`src/rtl/axi_rd_arbiter2.sv`:
```
// axi_rd_arbiter2: two-master round-robin AXI4 read arbiter, one transaction per grant, with R-stall watchdog
module axi_rd_arbiter2 #(
  parameter int ADDR_W  = 32,
  parameter int DATA_W  = 32,
  parameter int TIMEOUT = 255
) (
  input  logic                  clk,
  input  logic                  rst,
  input  logic [2*ADDR_W-1:0]   m_araddr,
  input  logic [15:0]           m_arlen,
  input  logic [1:0]            m_arvalid,
  output logic [1:0]            m_arready,
  output logic [DATA_W-1:0]     m_rdata,
  output logic [1:0]            m_rresp,
  output logic                  m_rlast,
  output logic [1:0]            m_rvalid,
  input  logic [1:0]            m_rready,
  output logic [ADDR_W-1:0]     s_araddr,
  output logic [7:0]            s_arlen,
  output logic [3:0]            s_arid,
  output logic                  s_arvalid,
  input  logic                  s_arready,
  input  logic [DATA_W-1:0]     s_rdata,
  input  logic [1:0]            s_rresp,
  input  logic                  s_rlast,
  input  logic                  s_rvalid,
  output logic                  s_rready,
  output logic                  err_timeout
);
  localparam logic [1:0] IDLE = 2'd0, ADDR = 2'd1, DATA = 2'd2;
  localparam int WD_W = TIMEOUT > 0 ? $clog2(TIMEOUT + 1) : 1;
  localparam logic [WD_W-1:0] WD_MAX = WD_W'(TIMEOUT);
  logic [1:0] state;
  logic grant, last_grant, win, sel, adr, dat, ar_hs, r_end;
  logic [WD_W-1:0] wdog, wdog_nxt;
  // IDLE presents master 0 on the AR mux regardless of the stale grant
  always_comb begin
    adr = state == ADDR;
    dat = state == DATA;
    sel = state == IDLE ? 1'b0 : grant;
    win = &m_arvalid ? ~last_grant : m_arvalid[1];
    s_araddr = sel ? m_araddr[2*ADDR_W-1:ADDR_W] : m_araddr[ADDR_W-1:0];
    s_arlen = sel ? m_arlen[15:8] : m_arlen[7:0];
    s_arid = {3'b0, sel};
    s_arvalid = adr & m_arvalid[grant];
    m_arready = {2{adr & s_arready}} & {grant, ~grant};
    m_rvalid = {2{dat & s_rvalid}} & {grant, ~grant};
    s_rready = dat & m_rready[grant];
    m_rdata = s_rdata;
    m_rresp = s_rresp;
    m_rlast = s_rlast;
    ar_hs = s_arvalid & s_arready;
    r_end = dat & s_rvalid & s_rready & s_rlast;
    wdog_nxt = (!dat || s_rvalid) ? '0 : (wdog == WD_MAX ? wdog : wdog + 1'b1);
  end
  always_ff @(posedge clk or posedge rst)
    if (rst) begin
      state <= IDLE;
      grant <= 1'b0;
      last_grant <= 1'b1;
      wdog <= '0;
      err_timeout <= 1'b0;
    end else begin
      wdog <= wdog_nxt;
      err_timeout <= err_timeout | (TIMEOUT != 0 && wdog_nxt == WD_MAX);
      if (state == IDLE && |m_arvalid) begin
        state <= ADDR;
        grant <= win;
      end
      if (ar_hs) state <= DATA;
      if (r_end) begin
        state <= IDLE;
        last_grant <= grant;
      end
    end
endmodule

```
`config.mk`:
```
export PLATFORM = sky130hd
export DESIGN_NAME = axi_rd_arbiter2
export DESIGN_NICKNAME = d
export VERILOG_FILES = /design/src/rtl/axi_rd_arbiter2.sv
export SDC_FILE = /design/constraint.sdc
export NUM_CORES = 1
export LEC_CHECK = 0
export ABC_AREA = 1
export BUFFER_PORTS_ARGS = -buffer_cell sky130_fd_sc_hd__buf_2
export CORE_AREA = 3 3 80 82
export CTS_BUF_LIST = sky130_fd_sc_hd__clkbuf_4 sky130_fd_sc_hd__clkbuf_8 sky130_fd_sc_hd__clkbuf_16
export DETAILED_ROUTE_END_ITERATION = 10
export DIE_AREA = 0 0 83 85
export GPL_ROUTABILITY_DRIVEN = 0
export MAX_ROUTING_LAYER = met4
export PLACE_DENSITY = 0.71
export SYNTH_ARGS = -nofsm -noshare
export SYNTH_HDL_FRONTEND = slang
export SYNTH_SLANG_ARGS = --single-unit
```
`constraint.sdc`:
```
create_clock -name clk -period 3.25 [get_ports clk]
set_input_delay 0.4875 -clock clk [delete_from_list [all_inputs] [get_ports clk]]
set_output_delay 0.4875 -clock clk [all_outputs]
set_load 0.005 [all_outputs]
```
# Word-level counts from Yosys, hierarchy flattened
# Index checks and enable logic that the tools add are counted.
# word_totals
inputBits,123
out_inout_bits,86
wordCells,43
reg_bits,13
# classes
mux,13
reduce_logical,7
n_lt_le_gt_ge,1
add_sub_neg,1
bitwise,12
n_eq_ne,4
# ops
op,n
$mux W32,1
$mux W8,3
$eq A8 B8 Y1 const B,2
$add A8 B1 Y8 const B,1
$and A1 B1 Y1,7
$mux W1,6
$mux W2,3
$and A2 B2 Y2,2
$reduce_bool A3 Y1,1
$eq A2 B1 Y1 const B,1
$eq A2 B2 Y1 const B,1
$logic_not A2 Y1,1
$lt A1 B2 Y1 const B,1
$not A1 Y1,2
$reduce_and A2 Y1,1
$reduce_or A2 Y1,1
$logic_and A1 B1 Y1,1
$logic_not A1 Y1,1
$logic_or A1 B1 Y1,1
$or A1 B1 Y1,1

# Longest topological paths before layout
# depth
ltp_word,6
ltp_mapped,11
ltp_nobuf,11

# Least setup slack after synthesis
# OpenSTA, ideal clock, no wires.
# synth_timing
kind,register to output
from,register state[0]
to,output port s_araddr[10]
stages_incl_launch_ff,7
t_arrival_ns,1.108
path_buffers,1
required_time_ns,2.762
setup_slack_ns,1.655
cell_sequence,dfrtp_1 > nor2_1 > nor2_2 > inv_2 > clkbuf_1 > nand2_1 > nand2_1
# synth_between
elab_chain_cells,3
# synth_rtl
item,line_no,source
from (decl),33,logic [1:0] state;
from (signal assigned),58,state <= IDLE;
from (signal assigned),67,state <= ADDR;
from (signal assigned),70,if (ar_hs) state <= DATA;
$logic_not A2 Y1,40,sel = state == IDLE ? 1'b0 : grant;
$mux W1,40,
$mux W32,42,s_araddr = sel ? m_araddr[2*ADDR_W-1:ADDR_W] : m_araddr[ADDR_W-1:0];
to (decl),18,"output logic [ADDR_W-1:0] s_araddr,"
# Every way passes these cells.

# Final worst setup path
# layout_timing
from,register state[0]
to,output port s_araddr[4]
# The elaborated chain is that of the path after synthesis.

==> metrics.md <==
| Metric | Value |
|---|---|
| Status | `finished, final reports clean` |
| H-tree Lvls | `1` |
| Routed vias | `2,022` |
| Post-synthesis register bit count | `13` |
| Max FO, Critical Path | `40` |
| Share of post-route cells with drive strength above 1 | `0.418` |
| Number of remaining DRC errors | `0` |
| Arr. time, crit path | `1.81 ns` |
| First-pass GRT wire length | `about 9300 um` |
| CTS sink count | `13` |
| Max stage delay cell, worst path | `inv_2` |
| Row cnt | `28` |
| Final Cycle Share | `0.708` |
| Final Power | `0.00131 W` |
| Fin Hold WS | `between 0.2 and 0.3 ns` |
| Syn Area/Cell | `between 5 and 6 um2` |
| Most Frequent Cell on Critical Path | `nand2_1` |
| Hold Crit Class | `input pin to asynchronous set/reset pin` |
| Initial antenna violation count | `0` |
| Clk pin slew, worst setup/hold paths | `approximately 0.060 ns` |
| Worst-margin pin slew | `around 0.6 ns` |
| Max Cap Violations | `0` |
| Count of cell types in the netlist | `22` |
| Post-layout minimum cycle time | `~2.3 ns` |
| N_diodes | `0` |
| Top routing layer in use | `met4` |
| Starting Density | `0.273` |
| DIE AREA | `7060 um2` |
| DR iter-0 viols | `57` |
| Gr ovfl total | `0` |
| Seq/Total Area, Yosys | `0.206` |
| Reg-to-reg endpoint | `err_timeout` |
| CTS Buffer Depth | `2` |
| Clock Latency Late Sink | `0.25 ns` |
| Number of global-route vias before repair | `1,878` |
| Slew margin rel. | `0.594` |
| RSZ-0062 raised after global routing | `no` |
| DP Wirelength | `between 4000 and 5000 um` |
| Cell chain of the critical path | `nor2_1 > nor2_2 > inv_2 > nand2_1 > nand2_1 > buf_2` |
| Crit path capture type | `primary output` |
| Met2 routed WL | `roughly 2600 um` |
| Reg2reg path depth | `11` |
| LEAKAGE | `between 1 and 1.5 nW` |
| Warning count from the yosys run | `0` |
| Fin cells | `around 450` |
| WL met3 | `around 690 um` |
| Crit path max-delay family | `buffers and inverters` |
| Hold Fails Final Rpt | `0` |
| Final worst slack | `approximately 0.95 ns` |
| Startpoint types | `flop` |
| CP max stage delay | `roughly 0.45 ns` |
| TritonRoute pass-1 iters | `4` |
| Antenna Nets Post-Route | `0` |
| FMAX | `around 430 MHz` |
| Synthesis-to-layout area growth | `32.5%` |
| Worst Skew | `~0.0016 ns` |
| Peak VDD IR | `0.649 mV` |
| Core Footprint | `~5800 um2` |
| CTS root buffer | `clkbuf_8` |
| Fin Setup TNS | `0 ns` |
| Setup violators final | `0` |
| Routed WL | `5850 um` |
| WS Path Type | `flop to primary output` |
| CP Buf/Inv Count | `2` |
| Placed cells | `449` |
| Die height | `approximately 85 um` |
| Largest net degree at the start of global routing | `42` |
| All-Layer GR Usage | `0.168` |
| IO buf count | `137` |
| # Post-CTS Setup Buffers | `0` |
| Post-CTS sizing | `0` |
| PwrDens | `~620 nW/um2` |
| Die width | `roughly 83 um` |
| Post-Syn Instances | `about 280` |
| Critical path required time | `around 2.8 ns` |
| DR vias/cell | `approximately 4.5` |
| CTS tree | `yes` |
| Final slew viol count | `0` |
| Synthesized cell area | `~1600 um2` |
| DP Worst Slack | `approximately 1.2 ns` |
| WL/cell | `approximately 13 um` |
| Cts bufs inserted | `3` |
| I/O Pins | `209` |
| Final nets | `503` |
| Hold_buf cts | `0` |
| RR Startpoint | `wdog[0]` |
| DRT met1 WL | `2430 um` |
| Reg2Reg Setup Slack | `~1.7 ns` |
[layout make-up]
class	count	area [um2]
flip-flops and latches	13	327
repair buffers	138	693
well taps	75	93.8
multi-input cells	205	873
inverters	18	67.6
clock buffers	4	48.8
fillers	631	3710
[stage by stage]
step	util	area, um2
after floorplan	-	1600
after global placement	0.353	2050
after detailed placement	0.353	2050
after CTS	0.362	2100
after global routing	0.362	2100
final	0.362	2100
[routing by layer]
metal,track usage,up-vias
met5,-,-
met4,0.0505,0
li1,-,1003
met2,0.257,133
met1,0.198,878
met3,0.0748,8
[synth_stat cells (all sizes together)]
library cell | n | area, um2
nor2 | 23 | 128
a21oi | 6 | 30.0
inv | 18 | 67.6
xor2 | 1 | 8.76
dfstp | 1 | 26.3
ha | 1 | 12.5
nand3 | 12 | 60.1
nand2 | 149 | 564
a31oi | 2 | 12.5
o21a | 1 | 7.51
o21ai | 6 | 30.0
dfrtp | 12 | 300
buf | 43 | 313
or2 | 1 | 8.76
clkbuf | 4 | 15.0
conb | 1 | 3.75
[cells by family (layout without fill, tap and decap cells)]
family | Yosys count | count (layout) | share of synthesized area
buf+inv | 65 | 160 | 0.249
simple gates | 185 | 185 | 0.479
other cells | 1 | 3 | 0.00236
fa+ha+maj | 1 | 1 | 0.00788
flops | 13 | 13 | 0.206
compound gates | 15 | 15 | 0.0504
xor+xnor | 1 | 1 | 0.00552
[worst max-delay path by stage]
| stage | from | end | slack [ns] | cells after the start |
|---|---|---|---|---|
| global placement | state[0] | s_araddr[4] | 1.22 | 6 |
| global route | state[0] | s_araddr[4] | 0.74 | 6 |
| CTS | state[0] | s_araddr[4] | 0.91 | 6 |
| finish | state[0] | s_araddr[4] | 0.95 | 6 |
| floorplan | state[0] | s_araddr[10] | 1.65 | 6 |
| detailed placement | state[0] | s_araddr[4] | 1.19 | 6 |
[cells in the final DEF, fill, tap and decap left out, drive strengths merged]
master / count
inv: 18
xor2: 1
nand2: 149
or2: 1
buf: 138
dfrtp: 12
o21ai: 6
ha: 1
a31oi: 2
nand3: 12
clkbuf: 4
conb: 3
nor2: 23
a21oi: 6
o21a: 1
dfstp: 1
[registers in the layout (all words and copies together) (netlist names)]
name         count
grant            1
err_timeout      1
state            2
wdog             8
last_grant       1
[report_power, final]
part | leakage (nW) | switching (W) | internal (W)
sequential | 0.164 | 0.0000299 | 0.000195
clock | 0.0262 | 0.0000611 | 0.0000952
combinational | 1.13 | 0.000561 | 0.000365
total | 1.32 | 0.000652 | 0.000656
Power figures use the tool's default switching activity.
